### src/rtl/mp_expr_fifo_stage.sv
// Purpose : buffered valid/ready stage, DEPTH-word first-word-fall-through FIFO
//           with a running XOR checksum of every word delivered downstream.
// Latency : one cycle from push into an empty FIFO to out_valid/out_data.
// Backpr. : in_ready = (count < DEPTH) from registered state only; a pop while
//           full frees the slot but in_ready rises only in the next cycle.
//
// Ports
//   clk, rst             single clock, synchronous active-high reset
//   in_valid/in_ready    producer handshake, in_data is the offered word
//   out_valid/out_ready  consumer handshake, out_data is the head word (0 when empty)
//   count                number of stored words, 0..DEPTH
//   xsum                 XOR of every word popped since reset
module mp_expr_fifo_stage #(
  parameter int WIDTH = 8,
  parameter int DEPTH = 4
) (
  input  logic                       clk,
  input  logic                       rst,
  input  logic                       in_valid,
  output logic                       in_ready,
  input  logic [WIDTH-1:0]           in_data,
  output logic                       out_valid,
  input  logic                       out_ready,
  output logic [WIDTH-1:0]           out_data,
  output logic [$clog2(DEPTH):0]     count,
  output logic [WIDTH-1:0]           xsum
);

  localparam int AW = $clog2(DEPTH);
  localparam int CW = AW + 1;
  localparam logic [CW-1:0] FULL_CNT = CW'(DEPTH);

  // Storage is deliberately left out of reset; only valid entries are ever read.
  logic [WIDTH-1:0] mem_q [DEPTH];

  logic [AW-1:0]    rd_ptr_q, rd_ptr_d;
  logic [AW-1:0]    wr_ptr_q, wr_ptr_d;
  logic [CW-1:0]    count_q,  count_d;
  logic [WIDTH-1:0] xsum_q,   xsum_d;

  logic             push;
  logic             pop;
  logic [WIDTH-1:0] head_dat;

  // Both handshake qualifiers come from registered state, so there is no
  // combinational path from out_ready to in_ready.
  assign in_ready  = (count_q < FULL_CNT);
  assign out_valid = (count_q != '0);
  assign head_dat  = mem_q[rd_ptr_q];
  assign out_data  = out_valid ? head_dat : '0;
  assign count     = count_q;
  assign xsum      = xsum_q;

  // Reset wins over both transfers in the same cycle.
  assign push = in_valid  & in_ready  & ~rst;
  assign pop  = out_valid & out_ready & ~rst;

  always_comb begin
    rd_ptr_d = rd_ptr_q;
    wr_ptr_d = wr_ptr_q;
    count_d  = count_q;
    xsum_d   = xsum_q;

    // Pointers are exactly AW bits wide, so DEPTH-1 + 1 wraps to 0 by itself.
    if (push) begin
      wr_ptr_d = wr_ptr_q + AW'(1);
    end
    if (pop) begin
      rd_ptr_d = rd_ptr_q + AW'(1);
      xsum_d   = xsum_q ^ head_dat;
    end

    unique case ({push, pop})
      2'b10:   count_d = count_q + CW'(1);
      2'b01:   count_d = count_q - CW'(1);
      default: count_d = count_q;
    endcase
  end

  always_ff @(posedge clk) begin
    if (rst) begin
      rd_ptr_q <= '0;
      wr_ptr_q <= '0;
      count_q  <= '0;
      xsum_q   <= '0;
    end else begin
      rd_ptr_q <= rd_ptr_d;
      wr_ptr_q <= wr_ptr_d;
      count_q  <= count_d;
      xsum_q   <= xsum_d;
    end
  end

  always_ff @(posedge clk) begin
    if (push) begin
      mem_q[wr_ptr_q] <= in_data;
    end
  end

endmodule

### config.mk
export PLATFORM = sky130hd
export DESIGN_NAME = mp_expr_fifo_stage
export DESIGN_NICKNAME = d
export VERILOG_FILES = /design/src/rtl/mp_expr_fifo_stage.sv
export SDC_FILE = /design/constraint.sdc
export NUM_CORES = 1
export LEC_CHECK = 0
export BUFFER_PORTS_ARGS = -buffer_cell sky130_fd_sc_hd__buf_2
export CAP_MARGIN = 20
export CORE_UTILIZATION = 55
export DETAILED_ROUTE_END_ITERATION = 8
export PLACE_DENSITY = 0.78
export SLEW_MARGIN = 40
export SYNTH_ARGS = -nofsm -noshare
export SYNTH_HDL_FRONTEND = slang
export SYNTH_SLANG_ARGS = --single-unit
### constraint.sdc
create_clock -name clk -period 2.65 [get_ports clk]
set_clock_uncertainty 0.15 [all_clocks]
set_input_delay 0.795 -clock clk [delete_from_list [all_inputs] [get_ports clk]]
set_output_delay 0.795 -clock clk [all_outputs]
set_load 0.01 [all_outputs]
==> results.sh, run 1 <==
export IMPL_status="completed"
export IMPL_rows=21
export IMPL_hold_path_class="flip-flop to flip-flop"
export IMPL_cts_root_buf="clkbuf_8"
export IMPL_ir_worst_vdd_v=0.0005332
export IMPL_cts_tree="built"
export IMPL_grt_pass1_wl_microns=5506
export IMPL_synth_top_area_frac=0.4672
export IMPL_worstSkewPairLatency_ns=0.29
export IMPL_crit_fanout=8
export IMPL_ff2ff_setup_slack_ns=0.38
export IMPL_startpoint_type="flip-flop"
export IMPL_fin_nets=204
export IMPL_period_share=0.9716
export IMPL_cts_max_level=2
export IMPL_place_hpwl_microns=2467
export IMPL_critPathCaptureType="output port"
export IMPL_clock_path_buffers=2
export IMPL_tightest_slew_ns=0.4304
export IMPL_drtPass1Iterations=4
export IMPL_syn_to_final_growth_pct=17.64
export IMPL_final_max_slew_violation_count=0
export IMPL_wl_per_cell_microns=14.90
export IMPL_ios=33
export IMPL_maxSlewHeadroom=0.7131
export IMPL_grt_usage=0.1868
export IMPL_die_area_sq_um=3989
export IMPL_ys_top_cells_by_area="edfxtp_1, dfxtp_1, mux4_2"
export IMPL_die_w_microns=63.16
export IMPL_clk_pin_slew_ns=0.08
export IMPL_drc=0
export IMPL_drt_iter0_drc=87
export IMPL_die_h_microns=63.16
export IMPL_max_freq_ghz=0.3884
export IMPL_finalSetupViolCount=0
export IMPL_place_ws_ns=0.01423
export IMPL_place_congestion=0.6903
export IMPL_p_leak_nw=0.9233
export IMPL_netlist_instances=145
export IMPL_rsz0062_at_grt="false"
export IMPL_arrival_ns=1.63
export IMPL_layout_min_cycle_time_ns=2.575
export IMPL_syn_num_nets=163
export IMPL_drt_wl_total_microns=3472
export IMPL_start_util=0.5931
export IMPL_synth_seq_cells=49
export IMPL_power_per_cell_area_nw_per_um2=683.7
export IMPL_syn_area_sq_um=2057
export IMPL_yosysUniqueCellTypes=29
export IMPL_numCtsBuffers=5
export IMPL_power_mw=1.654
export IMPL_worst_slack_ns=0.07519
export IMPL_drive_gt1_frac=0.3209
export IMPL_grt_pass1_vias=1214
export IMPL_crit_type="flip-flop to output port"
export IMPL_yosysTopAreaCell="edfxtp_1"
export IMPL_yosys_warnings=0
export IMPL_vias=1250
export IMPL_whs_ns=0.3930
export IMPL_grt_max_degree=23
export IMPL_io_buffer_count=32
export IMPL_tns_ns=0
export IMPL_coreArea_sq_um=3468
export IMPL_ys_seq_area_frac=0.6326
export IMPL_final_cell_mix="buf_2, edfxtp_1, inv_1"
export IMPL_clock_sinks=49
export IMPL_postRouteAntennaNets=0
export IMPL_utilization=0.6977
export IMPL_antenna_found_initial=0
export IMPL_overflow=0
export IMPL_cp_required_ns=1.71
export IMPL_drv_cap=0
export IMPL_hold_violations=0
export IMPL_num_antenna_cells=0
export IMPL_routed_via_density=5.365
export IMPL_avgSynthCellArea_sq_um=14.19
## kinds of logic (layout without fill, tap and decap cells)
logic type / after synthesis / after routing / synth area share
AO/OA/AOI/OAI: 23 / 23 / 0.07603
XOR/XNOR: 4 / 4 / 0.01703
buffers and inverters: 24 / 66 / 0.04866
multiplexers: 8 / 8 / 0.08759
flip-flops: 49 / 49 / 0.6326
adder cells (fa/ha/maj): 6 / 6 / 0.04015
AND/OR/NAND/NOR: 31 / 31 / 0.09793
## timing repair
action                     4_1_cts  5_1_grt
hold endpoints to repair         0        0
setup endpoints to repair        0        7
buffers inserted                 0        2
resized for setup                0        3
hold buffers                     0        0
## power by group
part / switching, mW / internal (mW) / total [mW]
combinational: 0.145 / 0.130 / 0.275
sequential: 0.0221 / 0.849 / 0.871
clock: 0.231 / 0.278 / 0.509
total: 0.398 / 1.26 / 1.65
## cell usage after synthesis
master     n
a211oi_1   1
a21oi_1    3
a31o_2     1
a31oi_1    7
and2_1     5
and3_1     1
and4_1     6
and4_4     1
buf_2      2
buf_6      1
clkbuf_1   3
dfxtp_1   17
edfxtp_1  32
fa_1       1
ha_1       5
inv_1     18
mux4_2     8
nand2_1    1
nor2_1     6
nor2b_1    8
nor3_1     1
nor3b_2    1
o21a_1     8
o21ai_0    1
o31a_1     1
o31ai_1    1
or3_1      1
xnor2_1    2
xor2_1     2
## worst max-delay path, stage by stage, from the launching register on
cell	delay [ns]
dfxtp_2	0.33
buf_6	0.15
mux4_2	0.55
nor2b_2	0.17
buf_2	0.13
## stage by stage
stage / std cells / cell area (sq um)
6_report: 233 / 2420
5_1_grt: 233 / 2420
4_1_cts: 231 / 2397
3_5_place_dp: 223 / 2287
3_3_place_gp: 223 / 2287
2_1_floorplan: 145 / 2057
## cell type report
type / count / area [sq um]
multi-input cells: 72 / 658.1
flip-flops and latches: 49 / 1303
well taps: 46 / 57.56
clock inverters: 3 / 41.29
clock buffers: 5 / 68.82
repair buffers: 40 / 224.0
fillers: 258 / 1049
inverters: 18 / 67.56
## flip-flops by register name (all words and copies together), names as in the netlist, named ones only
| signal | flops |
|---|---|
| rd_ptr_q | 2 |
| count | 3 |
| wr_ptr_q | 2 |
| mem_q | 32 |
| xsum | 8 |
## layer usage
metal | vias up | track usage | part of all wire
met5 | - | 0 | 0
met4 | 0 | 0.06686 | 0.012
met3 | 5 | 0.04529 | 0.047
met2 | 36 | 0.3266 | 0.51
met1 | 604 | 0.2225 | 0.43
li1 | 605 | - | -
## final timing paths
check,start,endpoint,depth (start not counted)
setup / recovery,flip-flop,out_data[4],4
hold / removal,rd_ptr_q[1]$_SDFFE_PP0P_,rd_ptr_q[1]$_SDFFE_PP0P_,2
setup reg to reg,count[2]$_SDFFE_PP0P_,count[2]$_SDFFE_PP0P_,8
hold reg to reg,rd_ptr_q[1]$_SDFFE_PP0P_,rd_ptr_q[1]$_SDFFE_PP0P_,2
No activity file was read; power rests on OpenSTA's default activity.
==> inputs of run 2 (changes only) <==
==> constraint.sdc (replaced) <==
create_clock -name clk -period 2.7 [get_ports clk]
set_clock_uncertainty 0.15 [all_clocks]
set_input_delay 0.81 -clock clk [delete_from_list [all_inputs] [get_ports clk]]
set_output_delay 0.81 -clock clk [all_outputs]
set_load 0.01 [all_outputs]
==> run 2 against run 1 <==
  * Worst hold slack better by 0.0093 ns
  * First-iteration DRC count decreased by 1.1%
  * Non-clock buffer count shrank 2
  * Total power shrank 2.3%
  * Sequential share of layout area rose by 0.37 points
  * Worst setup slack better by 0.034 ns
  * Count of clock-buffer cells in the layout unchanged
  * Cell area shrank 0.78%
  * Register-to-register slack better by 0.05 ns
  * Critical path type unchanged
  * Critical endpoint unchanged
  * Largest cell class unchanged
==> results.sh, run 2 (synthesized netlist as in run 1, its figures left out) <==
export IMPL_drtPass1Iterations=4
export IMPL_routed_via_density=5.342
export IMPL_cts_hold_buf=0
export IMPL_fin_cells=231
export IMPL_fin_nets=202
export IMPL_arrival_ns=1.63
export IMPL_ios=33
export IMPL_vias=1234
export IMPL_die_area_sq_um=3989
export IMPL_rows=21
export IMPL_crit_path_max_incr_delay_ns=0.55
export IMPL_placed_cells=223
export IMPL_grt_pass1_vias=1214
export IMPL_start_util=0.5931
export IMPL_utilization=0.6923
export IMPL_cts_max_level=2
export IMPL_drt_iter0_drc=86
export IMPL_place_area_sq_um=2287
export IMPL_overflow=0
export IMPL_period_share=0.9597
export IMPL_die_h_microns=63.16
export IMPL_cts_tree="built"
export IMPL_p_leak_nw=0.9123
export IMPL_postRouteAntennaNets=0
export IMPL_tightest_slew_ns=0.4212
export IMPL_drc=0
export IMPL_combinationalPowerShare=0.162
export IMPL_p_clk_frac=0.310
export IMPL_grt_max_degree=23
export IMPL_crit_type="flip-flop to output port"
export IMPL_coreArea_sq_um=3468
export IMPL_finalSetupViolCount=0
export IMPL_syn_to_final_growth_pct=16.73
export IMPL_place_hpwl_microns=2467
export IMPL_cp_required_ns=1.74
export IMPL_post_cts_buffers=0
export IMPL_tns_ns=0
export IMPL_rsz0062_at_grt="false"
export IMPL_max_freq_ghz=0.3859
export IMPL_postLayoutCellArea_sq_um=2401
export IMPL_drive_gt1_frac=0.3027
export IMPL_hold_path_class="flip-flop to flip-flop"
export IMPL_crit_fanout=8
export IMPL_grt_pass1_wl_microns=5506
export IMPL_final_cell_mix="buf_2, edfxtp_1, inv_1"
export IMPL_power_mw=1.616
export IMPL_wl_per_cell_microns=14.83
export IMPL_power_per_cell_area_nw_per_um2=673.1
export IMPL_route_met2_wl_microns=1758
export IMPL_layout_min_cycle_time_ns=2.591
export IMPL_regMostFlops="mem_q"
export IMPL_antenna_found_initial=0
export IMPL_seq_power_share=0.529
export IMPL_met3_length_microns=162
export IMPL_p_sw_mw=0.3898
export IMPL_largest_register_ffs=32
export IMPL_clock_sinks=49
export IMPL_status="completed"
export IMPL_critical_path_top_delay_family="multiplexers"
export IMPL_cts_resized=0
export IMPL_p_int_mw=1.226
export IMPL_hold_violations=0
export IMPL_critPathCaptureType="output port"
export IMPL_fill_cells=259
export IMPL_worst_slack_ns=0.1088
export IMPL_cts_root_buf="clkbuf_8"
export IMPL_drt_met1_wl_microns=1470
export IMPL_crit_chain="buf_6 -> mux4_2 -> nor2b_1 -> buf_2"
export IMPL_whs_ns=0.4023
export IMPL_slowest_stage="mux4_2"
export IMPL_place_congestion=0.6903
export IMPL_switching_share=0.2412
export IMPL_ir_worst_vdd_v=0.0005184
export IMPL_die_w_microns=63.16
export IMPL_clk_pin_slew_ns=0.08
export IMPL_worst_path_buf_inv=2
export IMPL_place_ws_ns=0.04923
export IMPL_startpoint_type="flip-flop"
export IMPL_maxSlewHeadroom=0.7192
export IMPL_drv_cap=0
export IMPL_numCtsBuffers=5
export IMPL_worstSkewPairLatency_ns=0.29
export IMPL_clock_path_buffers=2
export IMPL_io_buffer_count=32
export IMPL_grt_usage=0.1868
export IMPL_top_layer="met4"
export IMPL_drt_wl_total_microns=3426
export IMPL_final_max_slew_violation_count=0
export IMPL_num_antenna_cells=0
==> run 2: cell types whose count changed in the layout (fill, tap and decap cells not counted) <==
cell and delta:
nor2b_1 +1, dfxtp_1 +1, buf_4 -2, nor2b_2 -1, dfxtp_2 -1
==> run 2: metal layers <==
metal / GRT usage / vias to the layer above
met2: 0.3266 / 35
met1: 0.2225 / 594
met5: 0 / -
met3: 0.04529 / 5
met4: 0.06686 / 0
li1: - / 600
==> run 2: cell type report <==
cell class | count | area [sq um] | area share
clock buffers | 5 | 68.82 | 0.02866
repair buffers | 38 | 209.0 | 0.08702
clock inverters | 3 | 41.29 | 0.01720
well taps | 46 | 57.56 | 0.02397
inverters | 18 | 67.56 | 0.02814
flip-flops and latches | 49 | 1301 | 0.5420
multi-input cells | 72 | 655.6 | 0.2731
==> run 2: power by group through the flow <==
stage                     Sequential, mW  Combinational [mW]  Clock [mW]
after global routing               0.858               0.291       0.539
after global placement             0.868               0.250           0
after detailed placement           0.871               0.262           0
final                              0.854               0.262       0.500
after CTS                          0.854               0.263       0.508
after floorplan                    0.871               0.168           0
==> run 2: path summary, 6_finish.rpt <==
path                                 start                       end  slack (ns)  cells past startpoint
setup / recovery                 flip-flop               out_data[4]        0.11                      4
hold / removal    rd_ptr_q[1]$_SDFFE_PP0P_  rd_ptr_q[1]$_SDFFE_PP0P_        0.40                      2
setup reg to reg     count[2]$_SDFFE_PP0P_     count[2]$_SDFFE_PP0P_        0.43                      8
hold reg to reg   rd_ptr_q[1]$_SDFFE_PP0P_  rd_ptr_q[1]$_SDFFE_PP0P_        0.40                      2
==> run 2: tightest hold or removal path: stages, from the launching register on <==
cell	delay, ns
dfxtp_1	0.30
inv_1	0.07
a31o_2	0.15
==> inputs of run 3 (changes only) <==
==> constraint.sdc (replaced) <==
create_clock -name clk -period 3.1 [get_ports clk]
set_clock_uncertainty 0.15 [all_clocks]
set_input_delay 0.93 -clock clk [delete_from_list [all_inputs] [get_ports clk]]
set_output_delay 0.93 -clock clk [all_outputs]
set_load 0.01 [all_outputs]
==> run 3 against run 2 <==
  * Flip-flop and latch count unchanged
  * Critical endpoint is now out_data[5]
  * Cell area decreased by 1.3%
  * Count of clock-buffer cells in the layout unchanged
  * Via count shrank 1.8%
  * Largest cell class unchanged
==> results.sh, run 3 (synthesized netlist as in run 1, its figures left out) <==
export IMPL_status="completed"
export IMPL_clk_pin_slew_ns=0.09
export IMPL_cp_required_ns=2.02
export IMPL_crit_fanout=8
export IMPL_fin_cells=230
export IMPL_start_util=0.5931
export IMPL_tightest_slew_ns=0.4271
export IMPL_power_mw=1.345
export IMPL_seq_area_sq_um=1301
export IMPL_hold_violations=0
export IMPL_ir_worst_vdd_v=0.0003864
export IMPL_worst_slack_ns=0.3497
export IMPL_cts_resized=0
export IMPL_max_freq_ghz=0.3636
export IMPL_worstRegToRegCells=8
export IMPL_coreArea_sq_um=3468
export IMPL_reg2reg_from="count[2]$_SDFFE_PP0P_"
export IMPL_drc=0
export IMPL_crit_path_max_incr_delay_ns=0.57
export IMPL_arrival_ns=1.67
export IMPL_regMostFlops="mem_q"
export IMPL_ios=33
export IMPL_place_hpwl_microns=2418
export IMPL_die_w_microns=63.16
export IMPL_clock_path_buffers=2
export IMPL_tns_ns=0
export IMPL_place_ws_ns=0.2760
export IMPL_numCtsBuffers=5
export IMPL_critical_path_top_delay_family="multiplexers"
export IMPL_largest_register_ffs=32
export IMPL_worst_path_buf_inv=2
export IMPL_grt_max_degree=23
export IMPL_min_from="wr_ptr_q[1]$_SDFFE_PP0P_"
export IMPL_routed_via_density=5.270
export IMPL_num_antenna_cells=0
export IMPL_layout_min_cycle_time_ns=2.750
export IMPL_hold_depth=2
export IMPL_hold_path_class="flip-flop to flip-flop"
export IMPL_overflow=0
export IMPL_grt_pass1_vias=1231
export IMPL_placed_cells=222
export IMPL_worstSkewPairLatency_ns=0.30
export IMPL_die_area_sq_um=3989
export IMPL_fill_cells=260
export IMPL_finalSetupViolCount=0
export IMPL_fin_nets=201
export IMPL_vias=1212
export IMPL_rows=21
export IMPL_ff2ff_setup_slack_ns=0.81
export IMPL_final_cell_mix="buf_2, edfxtp_1, inv_1"
export IMPL_drv_cap=0
export IMPL_power_per_cell_area_nw_per_um2=567.4
export IMPL_io_buffer_count=32
export IMPL_cts_max_level=2
export IMPL_wl_per_cell_microns=14.43
export IMPL_drtPass1Iterations=4
export IMPL_die_h_microns=63.16
export IMPL_slowest_stage="mux4_2"
export IMPL_critPathCaptureType="output port"
export IMPL_maxSlewHeadroom=0.7153
export IMPL_min_to="wr_ptr_q[1]$_SDFFE_PP0P_"
export IMPL_drt_wl_total_microns=3320
export IMPL_cts_root_buf="clkbuf_8"
export IMPL_clock_sinks=49
export IMPL_drive_gt1_frac=0.3043
export IMPL_multi_input_area_sq_um=655.6
export IMPL_period_share=0.8872
export IMPL_p_leak_nw=0.8995
export IMPL_post_cts_buffers=0
export IMPL_crit_chain="buf_4 -> mux4_2 -> nor2b_1 -> buf_2"
export IMPL_postRouteAntennaNets=0
export IMPL_rsz0062_at_grt="false"
export IMPL_startpoint_type="flip-flop"
export IMPL_antenna_found_initial=0
export IMPL_syn_to_final_growth_pct=15.21
export IMPL_whs_ns=0.4045
export IMPL_final_max_slew_violation_count=0
export IMPL_drt_iter0_drc=63
export IMPL_grt_usage=0.1911
export IMPL_crit_type="flip-flop to output port"
export IMPL_grt_pass1_wl_microns=5526
export IMPL_cts_hold_buf=0
export IMPL_rr_endpoint="count[2]$_SDFFE_PP0P_"
export IMPL_cts_tree="built"
export IMPL_place_congestion=0.7320
run 3: changes by cell type in the layout (fill, tap and decap cells not counted), sizes merged:
cell,previous run,this run
bufinv,1,0
inv,18,19
buf,38,37
run 3: worst max path at each step:
stage / slack (ns) / from / endpoint / depth (start not counted)
detailed placement: 0.28 / rst / count[2]$_SDFFE_PP0P_ / 9
global placement: 0.42 / rst / count[2]$_SDFFE_PP0P_ / 9
global route: 0.26 / flip-flop / out_data[2] / 4
floorplan: 0.41 / rst / count[2]$_SDFFE_PP0P_ / 9
finish: 0.35 / flip-flop / out_data[5] / 4
CTS: 0.33 / flip-flop / out_data[2] / 4
run 3: layer usage:
metal	GRT usage	routed length [microns]	part of all wire
met1	0.2124	1431	0.43
met4	0.09012	76	0.023
met3	0.05797	152	0.046
met5	0	0	0
met2	0.3320	1660	0.50
run 3: layout make-up:
type                       instances  area share
multi-input combinational         72      0.2767
tap                               46     0.02429
clock inverter                     3    0.008976
clock buffer                       5     0.02904
timing repair buffer              37     0.08342
sequential                        49      0.5491
inverter                          18     0.02851
run 3: metrics by stage:
| step | cell area [sq um] | util |
|---|---|---|
| 2_1_floorplan | 2057 | - |
| 3_3_place_gp | 2280 | 0.6573 |
| 3_5_place_dp | 2280 | 0.6573 |
| 4_1_cts | 2370 | 0.6833 |
| 5_1_grt | 2370 | 0.6833 |
| 6_report | 2370 | 0.6833 |
run 3: worst register-to-register path, cell delays in order (launching register included):
cell and delay, ns:
dfxtp_1 0.45, o31a_1 0.19, and2_1 0.16, ha_1 0.19, inv_1 0.08, fa_1 0.40, xor2_1 0.16, or3_1 0.30
a21oi_1 0.14
run 3: report_power, final:
part           internal [mW]  switching [mW]  total [mW]
Sequential             0.725          0.0176       0.743
Combinational          0.104           0.122       0.226
Clock                  0.160           0.216       0.376
Total                  0.989           0.355        1.34
